## src/rtl/ttl_priority_interrupt_controller.sv

```systemverilog
// ttl_priority_interrupt_controller
//
// Eight-line priority interrupt controller (74148-style, highest index wins)
// with a pending register, a loadable mask and an interrupt / acknowledge /
// end-of-interrupt handshake toward a single consumer.
//
// Optional feature macro: TTL_INTCTL_EDGE_TRIGGER_EN
//   undefined : level-sensitive request capture
//   defined   : falling-edge request capture via a request history register
//
// Ports
//   Clk           in   clock, all state changes on rising edge
//   Clear_bar     in   synchronous active-low reset
//   EI_bar        in   active-low enable, high blocks new interrupts
//   Req_bar       in   [WIDTH_IN]  active-low request lines, bit 7 highest
//   Mask          in   [WIDTH_IN]  mask value, 1 = masked
//   Load_Mask_bar in   active-low mask load strobe
//   Ack_bar       in   active-low interrupt acknowledge
//   EOI_bar       in   active-low end-of-interrupt
//   Int_bar       out  active-low interrupt request
//   Vector_bar    out  [WIDTH_OUT] inverted index of requested/serviced line
//   Pending       out  [WIDTH_IN]  pending register, active-high
//   InService     out  [WIDTH_IN]  one-hot in-service register
//
// FSM states
//   state      | meaning
//   ST_IDLE    | no interrupt outstanding, waiting for an eligible line
//   ST_ASSERT  | Int_bar low, vector frozen, waiting for Ack_bar
//   ST_SERVICE | line acknowledged and in service, waiting for EOI_bar

module ttl_priority_interrupt_controller #(
  parameter int WIDTH_IN   = 8,
  parameter int WIDTH_OUT  = 3,
  parameter int DELAY_RISE = 0,
  parameter int DELAY_FALL = 0
) (
  input  logic                 Clk,
  input  logic                 Clear_bar,
  input  logic                 EI_bar,
  input  logic [WIDTH_IN-1:0]  Req_bar,
  input  logic [WIDTH_IN-1:0]  Mask,
  input  logic                 Load_Mask_bar,
  input  logic                 Ack_bar,
  input  logic                 EOI_bar,
  output logic                 Int_bar,
  output logic [WIDTH_OUT-1:0] Vector_bar,
  output logic [WIDTH_IN-1:0]  Pending,
  output logic [WIDTH_IN-1:0]  InService
);

  typedef enum logic [1:0] {
    ST_IDLE    = 2'd0,
    ST_ASSERT  = 2'd1,
    ST_SERVICE = 2'd2
  } state_t;

  state_t               r_state;
  logic                 r_int_bar;
  logic [WIDTH_OUT-1:0] r_vec_bar;
  logic [WIDTH_IN-1:0]  r_pend;
  logic [WIDTH_IN-1:0]  r_mask;
  logic [WIDTH_IN-1:0]  r_inserv;

  state_t               w_state_nxt;
  logic                 w_int_nxt;
  logic [WIDTH_OUT-1:0] w_vec_nxt;
  logic [WIDTH_IN-1:0]  w_pend_nxt;
  logic [WIDTH_IN-1:0]  w_mask_nxt;
  logic [WIDTH_IN-1:0]  w_inserv_nxt;
  logic [WIDTH_IN-1:0]  w_pend_clr;
  logic [WIDTH_IN-1:0]  w_req_set;

  logic [WIDTH_IN-1:0]  w_elig;
  logic                 w_any;
  logic [WIDTH_OUT-1:0] w_win;
  logic [WIDTH_OUT-1:0] w_cur_idx;
  logic [WIDTH_IN-1:0]  w_cur_oh;

  assign w_elig     = r_pend & ~r_mask;
  // The latched vector is the only record of which line is outstanding.
  assign w_cur_idx  = ~r_vec_bar;
  assign w_cur_oh   = WIDTH_IN'(1) << w_cur_idx;
  assign w_mask_nxt = Load_Mask_bar ? r_mask : Mask;

  // Ascending scan so the highest set index is the last one written.
  always_comb begin
    w_any = 1'b0;
    w_win = '0;
    for (int i = 0; i < WIDTH_IN; i++) begin
      if (w_elig[i]) begin
        w_any = 1'b1;
        w_win = WIDTH_OUT'(i);
      end
    end
  end

`ifdef TTL_INTCTL_EDGE_TRIGGER_EN
  logic [WIDTH_IN-1:0] r_req_hist;

  always_ff @(posedge Clk) begin
    if (!Clear_bar) r_req_hist <= '1;
    else            r_req_hist <= Req_bar;
  end

  // A fresh falling edge in the ack cycle beats the clear so it is not lost.
  assign w_req_set  = r_req_hist & ~Req_bar;
  assign w_pend_nxt = (r_pend & ~w_pend_clr) | w_req_set;
`else
  // Level capture: the ack clear wins; a still-low line re-sets next edge.
  assign w_req_set  = ~Req_bar;
  assign w_pend_nxt = (r_pend | w_req_set) & ~w_pend_clr;
`endif

  always_comb begin
    w_state_nxt  = r_state;
    w_int_nxt    = r_int_bar;
    w_vec_nxt    = r_vec_bar;
    w_inserv_nxt = r_inserv;
    w_pend_clr   = '0;
    case (r_state)
      ST_IDLE: begin
        if (!EI_bar && w_any) begin
          w_state_nxt = ST_ASSERT;
          w_int_nxt   = 1'b0;
          w_vec_nxt   = ~w_win;
        end
      end
      ST_ASSERT: begin
        if (!Ack_bar) begin
          w_state_nxt  = ST_SERVICE;
          w_int_nxt    = 1'b1;
          w_pend_clr   = w_cur_oh;
          w_inserv_nxt = w_cur_oh;
        end else if (EI_bar || r_mask[w_cur_idx]) begin
          w_state_nxt = ST_IDLE;
          w_int_nxt   = 1'b1;
          w_vec_nxt   = '1;
        end
      end
      ST_SERVICE: begin
        if (!EOI_bar) begin
          w_state_nxt  = ST_IDLE;
          w_inserv_nxt = '0;
          w_vec_nxt    = '1;
        end
      end
      default: begin
        w_state_nxt  = ST_IDLE;
        w_int_nxt    = 1'b1;
        w_vec_nxt    = '1;
        w_inserv_nxt = '0;
      end
    endcase
  end

  always_ff @(posedge Clk) begin
    if (!Clear_bar) begin
      r_state   <= ST_IDLE;
      r_int_bar <= 1'b1;
      r_vec_bar <= '1;
      r_pend    <= '0;
      r_mask    <= '1;
      r_inserv  <= '0;
    end else begin
      r_state   <= w_state_nxt;
      r_int_bar <= w_int_nxt;
      r_vec_bar <= w_vec_nxt;
      r_pend    <= w_pend_nxt;
      r_mask    <= w_mask_nxt;
      r_inserv  <= w_inserv_nxt;
    end
  end

  // Rise/fall delays belong to board-level timing annotation; the
  // synthesizable outputs are the registers themselves.
  if (DELAY_RISE != 0 || DELAY_FALL != 0) begin : g_ext_output_delay
  end

  assign Int_bar    = r_int_bar;
  assign Vector_bar = r_vec_bar;
  assign Pending    = r_pend;
  assign InService  = r_inserv;

endmodule
```

## config.mk

```make
export PLATFORM = sky130hd
export DESIGN_NAME = ttl_priority_interrupt_controller
export DESIGN_NICKNAME = d
export VERILOG_FILES = /design/src/rtl/ttl_priority_interrupt_controller.sv
export SDC_FILE = /design/constraint.sdc
export NUM_CORES = 1
export LEC_CHECK = 0
export CAP_MARGIN = 10
export CORE_ASPECT_RATIO = 0.8
export CORE_MARGIN = 3
export CORE_UTILIZATION = 40
export DETAILED_ROUTE_END_ITERATION = 12
export GPL_TIMING_DRIVEN = 0
export PLACE_DENSITY = 0.7
export SLEW_MARGIN = 20
export SYNTH_ARGS = -nofsm -noshare
export SYNTH_HDL_FRONTEND = slang
export SYNTH_SLANG_ARGS = --single-unit
```

## constraint.sdc

```tcl
create_clock -name Clk -period 2.2 [get_ports Clk]
set_input_delay 0.44 -clock Clk [delete_from_list [all_inputs] [get_ports Clk]]
set_output_delay 0.44 -clock Clk [all_outputs]
set_load 0.1 [all_outputs]
```

==> results of run 1 <==
-- metal layers --
layer,up-vias,GRT usage,share of wire
li1,608,-,-
met1,572,0.2213,0.45
met2,45,0.2973,0.48
met3,5,0.06690,0.063
met4,0,0.04098,0.0091
met5,-,0,0
-- power by group --
| group | internal, uW | switching (uW) |
|---|---|---|
| Sequential | 572 | 25.0 |
| Combinational | 102 | 198 |
| Clock | 211 | 193 |
-- layout make-up --
cell class | count | area share
clock buffers | 5 | 0.03694
multi-input cells | 98 | 0.3492
inverters | 13 | 0.02619
flip-flops and latches | 30 | 0.3250
repair buffers | 40 | 0.2156
well taps | 40 | 0.02686
plain buffers | 5 | 0.01477
clock inverters | 2 | 0.005373
-- state kept, by name, indices dropped and copies added, names as in the netlist --
register    flops
Pending         8
r_mask          8
r_state         2
Int_bar         1
InService       8
Vector_bar      3
-- metrics by stage --
stage	total power (uW)	instances	area, um^2	utilization
6_report	1301	233	1863	0.5951
5_1_grt	1353	233	1863	0.5951
4_1_cts	1313	233	1846	0.5895
3_5_place_dp	915.3	226	1783	0.5695
3_3_place_gp	910.3	226	1783	0.5695
2_1_floorplan	819.7	146	1333	-
-- how the worst max path moves through the flow --
stage               cells after the start             to  slack (ns)
floorplan                               5  Vector_bar[0]       0.008
global placement                        6   InService[4]        0.04
detailed placement                      6   InService[4]        0.01
CTS                                     1   InService[6]       0.002
global route                            1  Vector_bar[1]        0.08
finish                                  1  Vector_bar[1]        0.13
-- cells in the final DEF, fill, tap and decap left out, drive strengths merged, types with 2 or more instances in the layout --
cell type      instances
nand2b                 3
inv                   12
nor2                  18
dfxtp                 30
clkinv                 3
nor3                   2
nor4b                  2
buf                    2
and2b                  3
clkdlybuf4s50         20
dlymetal6s2s           7
a22oi                  4
a21oi                  5
mux2i                 12
a221oi                 7
nand2                 18
dlygate4sd2           13
nor2b                  5
clkbuf                 8
a31oi                  4
and2                   2
-- cell families after synthesis --
| kind of cell | count (synthesis) | share of synthesized area |
|---|---|---|
| compound gates | 29 | 0.1706 |
| buf+inv | 18 | 0.05748 |
| flops | 30 | 0.4524 |
| simple gates | 56 | 0.2121 |
| mux | 13 | 0.1074 |
-- what timing repair did --
item,CTS,global route
hold endpoints to repair,0,0
buffers inserted,0,0
gates resized for setup,13,7
endpoints found under the setup margin,13,7
pin swaps,0,0
cloned,0,0
==> summary.txt, run 1 <==
Critical path
  – Crit path max fanout: 7
  – Worst reg-to-reg path cell count: 5
  – Worst R2R Start: Pending[6]
  – CP Capture Type: output pin
  – Setup Crit Path Kind: reg -> out
  – Crit-path leading delay family: buffers and inverters
  – CP arrival: 1.63 ns
  – Flop-to-flop setup slack: 0.37 ns
  – Worst Path Buf+Inv: 1
  – Crit path launch type: flip-flop
  – Critical-path cell list: dlygate4sd2_1
  – Crit-path slowest cell: dlygate4sd2_1
  – CP required: 1.76 ns
  – CP peak stage delay: 0.89 ns
  – R2r endpoint: Vector_bar[0]
  – Crit path from: Vector_bar[1]

Worst hold path
  – Cells on Worst Hold Path: 2
  – Min-Delay Endpoint: InService[5]
  – Worst hold start: InService[5]
  – Worst min path class: reg -> reg

Clock tree
  – CTS root buf: clkbuf_8
  – Clk buf depth: 2
  – CTS tree: built
  – Worst-skew pair later-pin latency: 0.28 ns
  – Hold Buf Count CTS: 0
  – Total CTS buffers: 5
  – H-tree Lvls: 2
  – Sink Count: 30
  – Reg clk slew, reported paths: 0.06 ns

Pwr
  – Lkg Pwr: 0.0008820 uW
  – Pwr/cell area: 698.3 mW/mm^2
  – Worst IR Drop VDD: 0.0006328 V

STA
  – Slew @ Worst Pin: 0.9659 ns
  – Final period util: 0.9412
  – Worst setup margin: 0.1294 ns
  – # setup viols final: 0
  – Clk_skew: 0.003348 ns
  – Crit path time final: 2.071 ns
  – Setup Total Neg Slack: 0 ns
  – Hold Slack: 0.4601 ns
  – Fmax: 482.9 MHz
  – Slew margin rel.: 0.3550
  – Max-slew violation count: 0
  – Final hold violations: 0
  – Unrepaired setup endpoints after global routing: false

Die
  – Die ar.: 0.004050 mm^2
  – Ports: 42
  – Die W: 70.41 um
  – Site Rows: 18
  – Initial Utilization: 0.4241
  – Core Area: 0.003131 mm^2
  – Die height: 57.53 um

Detailed routing
  – 1st-pass router iterations: 4
  – Vias: 1230
  – Detailed-route DRC error count: 0
  – Routed WL: 3414 um
  – Post-DR wirelength/cell: 14.65 um
  – Final antenna-violating net count: 0
  – Number of DRC markers in iteration 0: 63
  – Vias per cell: 5.279

Finish
  – # nets final: 215
  – Multi-input combinational cell area: 650.6 um^2
  – Area Growth Syn to Fin: 40.34%
  – Layout cell share with drive strength beyond 1: 0.1192
  – Number of fill cells: 292
  – Register area: 605.6 um^2
  – Inserted Diodes: 0

Yosys
  – Top FF cell, synth: dfxtp_1
  – Synth warnings: 0
  – Syn Std Cell Area: 0.001328 mm^2
  – Yosys reg bits: 30
  – FFs w/ async S/R, synth: 0
  – Number of distinct library cells after synthesis: 34
  – Area share of the largest cell type after synthesis: 0.4524
  – Post-Synthesis Cells: 146
  – Mean Syn Cell Area: 9.093 um^2
  – Synth top area cells: dfxtp_1 45%, mux2i_1 9.0%, nand2_1 5.1%, nor2_1 5.1%, a221oi_1 4.6%
  – Syn_nets: 168
  – Register area share after synthesis: 0.4524
  – Number of enable flip-flop cells after synthesis: 0
  – Top post-synthesis cells by count: 30 x dfxtp_1, 18 x nand2_1, 18 x nor2_1
  – Most frequent cell after synthesis: dfxtp_1
  – Leading area contributor after synthesis: dfxtp_1

GRT
  – Combined global-route utilization of all metal layers: 0.1786
  – Global-route wire length before repair: 5692 um
  – Initial antenna violation count: 0
  – Vias in the first global route: 1267
  – Largest net degree at the start of global routing: 11
  – Grt ovf: 0

Placed design
  – DP Wirelength: 2608 um
  – Routability cong.: 0.7952
  – Pre-CTS setup slack: 0.01358 ns
  – Buffers on Ports: 40

Run status
  – Outcome: finished, final reports clean

Run
  – Max Cap Violations: 0
(Power assumes the default switching activity.)
==> run 2: changes to the inputs <==
PLACE_DENSITY = 0.72   (was 0.7)
clock period = 1.7 ns   (was 2.2 ns; I/O delays follow)
==> run 2 against run 1 <==
- hold slack lost 0.0089 ns
- die area is the same
- critical path depth grew 4
- highest routed layer unchanged
- flip-flop and latch count is the same
- count of clock-buffer cells in the layout grew 1
- cell area grew 6.0%
- combinational power grew 37%
==> summary.txt, run 2 (synthesis gave the netlist of run 1 again) <==
Run status
  – Outcome: finished, final reports clean

Finish
  – Multi-input combinational cell area: 709.4 um^2
  – Number of fill cells: 235
  – Area Growth Syn to Fin: 48.73%
  – Most frequent cells in the layout: 20 x clkdlybuf4s50_1, 20 x clkdlybuf4s15_2, 18 x dfxtp_1, 18 x nor2_1, 18 x nand2_1
  – Register area: 638.1 um^2
  – Core Util, Final: 0.6307
  – # nets final: 214
  – Inserted Diodes: 0
  – Layout cell share with drive strength beyond 1: 0.3109

STA
  – Setup Total Neg Slack: 0 ns
  – Clk_skew: 0.007887 ns
  – Unrepaired setup endpoints after global routing: true
  – Slew margin rel.: 0.6253
  – # setup viols final: 0
  – Max-slew violation count: 0
  – Fmax: 594.6 MHz
  – Final period util: 0.9893
  – Worst setup margin: 0.01827 ns
  – Slew @ Worst Pin: 0.5621 ns
  – Final hold violations: 0
  – Crit path time final: 1.682 ns

Worst hold path
  – Worst min path class: reg -> reg
  – Cells on Worst Hold Path: 2

Clock tree
  – Hold Buf Count CTS: 0
  – Reg clk slew, reported paths: 0.06 ns
  – CTS tree: built
  – CTS root buf: clkbuf_8
  – Total CTS buffers: 5
  – Clk buf depth: 2
  – H-tree Lvls: 2
  – Worst-skew pair later-pin latency: 0.28 ns
  – Sink Count: 30

Detailed routing
  – Final antenna-violating net count: 0
  – Routed WL: 3609 um
  – 1st-pass router iterations: 4
  – Top sig layer: met4
  – Post-DR wirelength/cell: 15.49 um
  – Vias: 1246
  – Met2 wire length: 1656 um
  – Detailed-route DRC error count: 0
  – Metal3 WL: 328 um
  – Vias per cell: 5.348
  – Number of DRC markers in iteration 0: 137
  – Metal-1 WL: 1550 um

Critical path
  – Worst reg-to-reg path cell count: 5
  – Crit path max fanout: 7
  – CP Capture Type: flip-flop
  – Setup Crit Path Kind: reg -> reg
  – CP required: 1.84 ns
  – Crit path launch type: flip-flop
  – CP arrival: 1.83 ns

GRT
  – Global-route wire length before repair: 5899 um
  – Largest net degree at the start of global routing: 12
  – Initial antenna violation count: 0
  – Vias in the first global route: 1275
  – Grt ovf: 0
  – Combined global-route utilization of all metal layers: 0.1867

Die
  – Die height: 57.53 um
  – Core Area: 0.003131 mm^2
  – Site Rows: 18
  – Initial Utilization: 0.4241
  – Die ar.: 0.004050 mm^2
  – Die W: 70.41 um
  – Ports: 42

Pwr
  – Lkg Pwr: 0.0007865 uW
  – Worst IR Drop VDD: 0.0005933 V
  – Pwr/cell area: 869.0 mW/mm^2

Placed design
  – Pre-CTS setup slack: -0.4344 ns
  – Routability cong.: 0.9011
  – DP Wirelength: 2739 um
  – Buffers on Ports: 40

Run
  – Max Cap Violations: 0
## run 2: cell types whose count changed in the layout (fill, tap and decap cells not counted), moves of 2 or more
cell / change
dfxtp_4: +9
nor4b_2: +2
dlymetal6s2s_1: -7
nor2b_1: -3
nor2b_2: +3
dlygate4sd2_1: -13
nor4b_1: -2
dfxtp_1: -8
clkdlybuf4s15_2: +20
## run 2: per-stage QoR
stage | std cells | hold slack [ns] | power (uW) | cell area [um^2]
global route | 233 | 0.4819 | 1788 | 1974
floorplan | 146 | 0.4464 | 1062 | 1381
detailed placement | 226 | 0.4486 | 1189 | 1832
finish | 233 | 0.4512 | 1716 | 1974
global placement | 226 | 0.4457 | 1178 | 1832
CTS | 233 | 0.4572 | 1714 | 1952
## run 2: repair_timing
item	in CTS	in global routing
gates resized for setup	64	4
pin swaps	0	2
setup endpoints to repair	25	11
buffers inserted	0	1
endpoints found under the hold margin	0	0
## run 2: layout make-up
type,count,area share
Clock buffer,6,0.03676
Timing Repair Buffer,41,0.2193
Clock inverter,2,0.005070
Buffer,3,0.006337
Inverter,13,0.02471
Tap cell,40,0.02535
Sequential cell,30,0.3232
Multi-Input combinational cell,98,0.3593
## run 2: critical path: stages (launching register included)
cell and delay, ns:
dfxtp_4 0.38, mux2i_2 0.16, mux4_2 0.48, and2_4 0.18
nor4b_2 0.27, a31oi_1 0.08
## run 2: path summary, 6_finish.rpt
path / start / end / slack (ns)
worst max-delay path: Vector_bar[0] / Vector_bar[1] / 0.02
worst min-delay path: InService[6] / InService[6] / 0.45
worst max register to register: Vector_bar[0] / Vector_bar[1] / 0.02
worst min register to register: InService[6] / InService[6] / 0.45
## run 2: metal layers
layer	global-route usage	up-vias
met5	0	-
met2	0.3053	63
li1	-	610
met1	0.2370	563
met4	0.06011	0
met3	0.05634	10
## run 2: where the power goes
part           leakage (uW)  internal, uW  switching, uW  total, uW
combinational      0.000492           144            264        409
sequential         0.000250           737           39.5        777
clock             0.0000450           283            248        531
==> run 3: changes to the inputs <==
CORE_MARGIN = unset   (was 3)
SLEW_MARGIN = unset   (was 20)
==> run 3 against run 2 <==
- critical path depth unchanged
- register-to-register slack improved by 0.03 ns
- clock power increased by 38%
- count of clock-buffer cells in the layout increased by 1
- sequential power about the same
- sequential share of layout area decreased by 0.76 points
- combinational power about the same
- utilization increased by 1.5 points
- first-iteration DRC count decreased by 56%
- total power increased by 12%
- cell area increased by 2.4%
- non-clock buffer count unchanged
==> summary.txt, run 3 (synthesis gave the netlist of run 1 again) <==
Clock tree
  – Sink Count: 30
  – H-tree Lvls: 2
  – CTS root buf: clkbuf_8
  – CTS tree: built
  – Reg clk slew, reported paths: 0.06 ns
  – Clk buf depth: 2
  – Worst-skew pair later-pin latency: 0.28 ns
  – Total CTS buffers: 5

GRT
  – Vias in the first global route: 1289
  – Grt ovf: 0
  – Combined global-route utilization of all metal layers: 0.2345
  – Initial antenna violation count: 0
  – Largest net degree at the start of global routing: 11
  – Global-route wire length before repair: 5906 um

Die
  – Die W: 66.41 um
  – Die height: 53.53 um
  – Site Rows: 18
  – Core Area: 0.003131 mm^2
  – Initial Utilization: 0.4241
  – Ports: 42
  – Die ar.: 0.003555 mm^2

Critical path
  – CP required: 1.87 ns
  – Crit path launch type: flip-flop
  – Setup Crit Path Kind: reg -> reg
  – CP arrival: 1.82 ns
  – CP Capture Type: flip-flop
  – Crit path max fanout: 8

Finish
  – Area Growth Syn to Fin: 52.31%
  – Layout cell share with drive strength beyond 1: 0.3109
  – Number of fill cells: 244
  – # nets final: 214
  – Multi-input combinational cell area: 723.2 um^2
  – Register area: 638.1 um^2
  – Most frequent cells in the layout: 20 x clkdlybuf4s50_1, 20 x clkdlybuf4s15_2, 18 x dfxtp_1, 18 x nor2_1, 18 x nand2_1
  – Fin cells: 233
  – Inserted Diodes: 0

STA
  – Crit path time final: 1.654 ns
  – Final hold violations: 0
  – Slew @ Worst Pin: 0.5547 ns
  – Clk_skew: 0.008151 ns
  – Hold Slack: 0.4648 ns
  – Worst setup margin: 0.04596 ns
  – Slew margin rel.: 0.6319
  – Max-slew violation count: 0
  – # setup viols final: 0
  – Setup Total Neg Slack: 0 ns
  – Final period util: 0.9730
  – Fmax: 604.6 MHz

Pwr
  – Lkg Pwr: 0.0008068 uW
  – Pwr/cell area: 951.2 mW/mm^2
  – Worst IR Drop VDD: 0.0006039 V

Placed design
  – Buffers on Ports: 40
  – DP Wirelength: 2691 um
  – Placed cells: 226
  – Routability cong.: 0.8494
  – Pre-CTS setup slack: -0.4367 ns

Run
  – Max Cap Violations: 0

Detailed routing
  – Routed WL: 3642 um
  – Final antenna-violating net count: 0
  – 1st-pass router iterations: 4
  – Post-DR wirelength/cell: 15.63 um
  – Vias per cell: 5.472
  – Vias: 1275
  – Number of DRC markers in iteration 0: 60
  – Detailed-route DRC error count: 0

Run status
  – Outcome: finished, final reports clean

Worst hold path
  – Worst min path class: reg -> reg
## run 3: power by group
| group | switching, uW | internal, uW | leakage [uW] | total (uW) |
|---|---|---|---|---|
| combinational | 263 | 147 | 0.000499 | 410 |
| clock | 258 | 477 | 0.0000585 | 735 |
| sequential | 40.7 | 737 | 0.000250 | 778 |
## run 3: layout make-up
| class | instances | area share |
|---|---|---|
| flip-flops and latches | 30 | 0.3156 |
| inverters | 13 | 0.02413 |
| clock inverters | 1 | 0.01485 |
| clock buffers | 7 | 0.04270 |
| repair buffers | 41 | 0.2141 |
| well taps | 40 | 0.02475 |
| multi-input cells | 98 | 0.3577 |
| plain buffers | 3 | 0.006188 |
## run 3: path summary, 6_finish.rpt
kind / startpoint / to / slack, ns / depth (start not counted)
worst max register to register: Vector_bar[0] / Vector_bar[1] / 0.05 / 5
worst min-delay path: InService[6] / InService[6] / 0.46 / 2
worst max-delay path: Vector_bar[0] / Vector_bar[1] / 0.05 / 5
worst min register to register: InService[6] / InService[6] / 0.46 / 2
## run 3: stage by stage
stage	total power (uW)	area, um^2	utilization
after CTS	1924	1993	0.6367
after floorplan	1062	1381	-
after global routing	1999	2022	0.6459
after detailed placement	1187	1832	0.5851
after global placement	1178	1832	0.5851
final	1923	2022	0.6459
## run 3: what timing repair did
| action | 4_1_cts | 5_1_grt |
|---|---|---|
| endpoints found under the setup margin | 25 | 10 |
| pin swaps | 0 | 6 |
| hold buffers | 0 | 0 |
| buffers inserted | 0 | 1 |
| resized for setup | 63 | 6 |
## run 3: layer usage
metal	track usage	share of wire
met1	0.2678	0.45
met2	0.3946	0.48
met3	0.09267	0.059
met4	0.09574	0.013
met5	0	0
## run 3: critical path: stages, from the launching register on
cell and delay (ns):
dfxtp_4 0.39, mux2i_2 0.16, mux4_2 0.48, and2_4 0.18, nor4b_2 0.27, a31oi_1 0.06
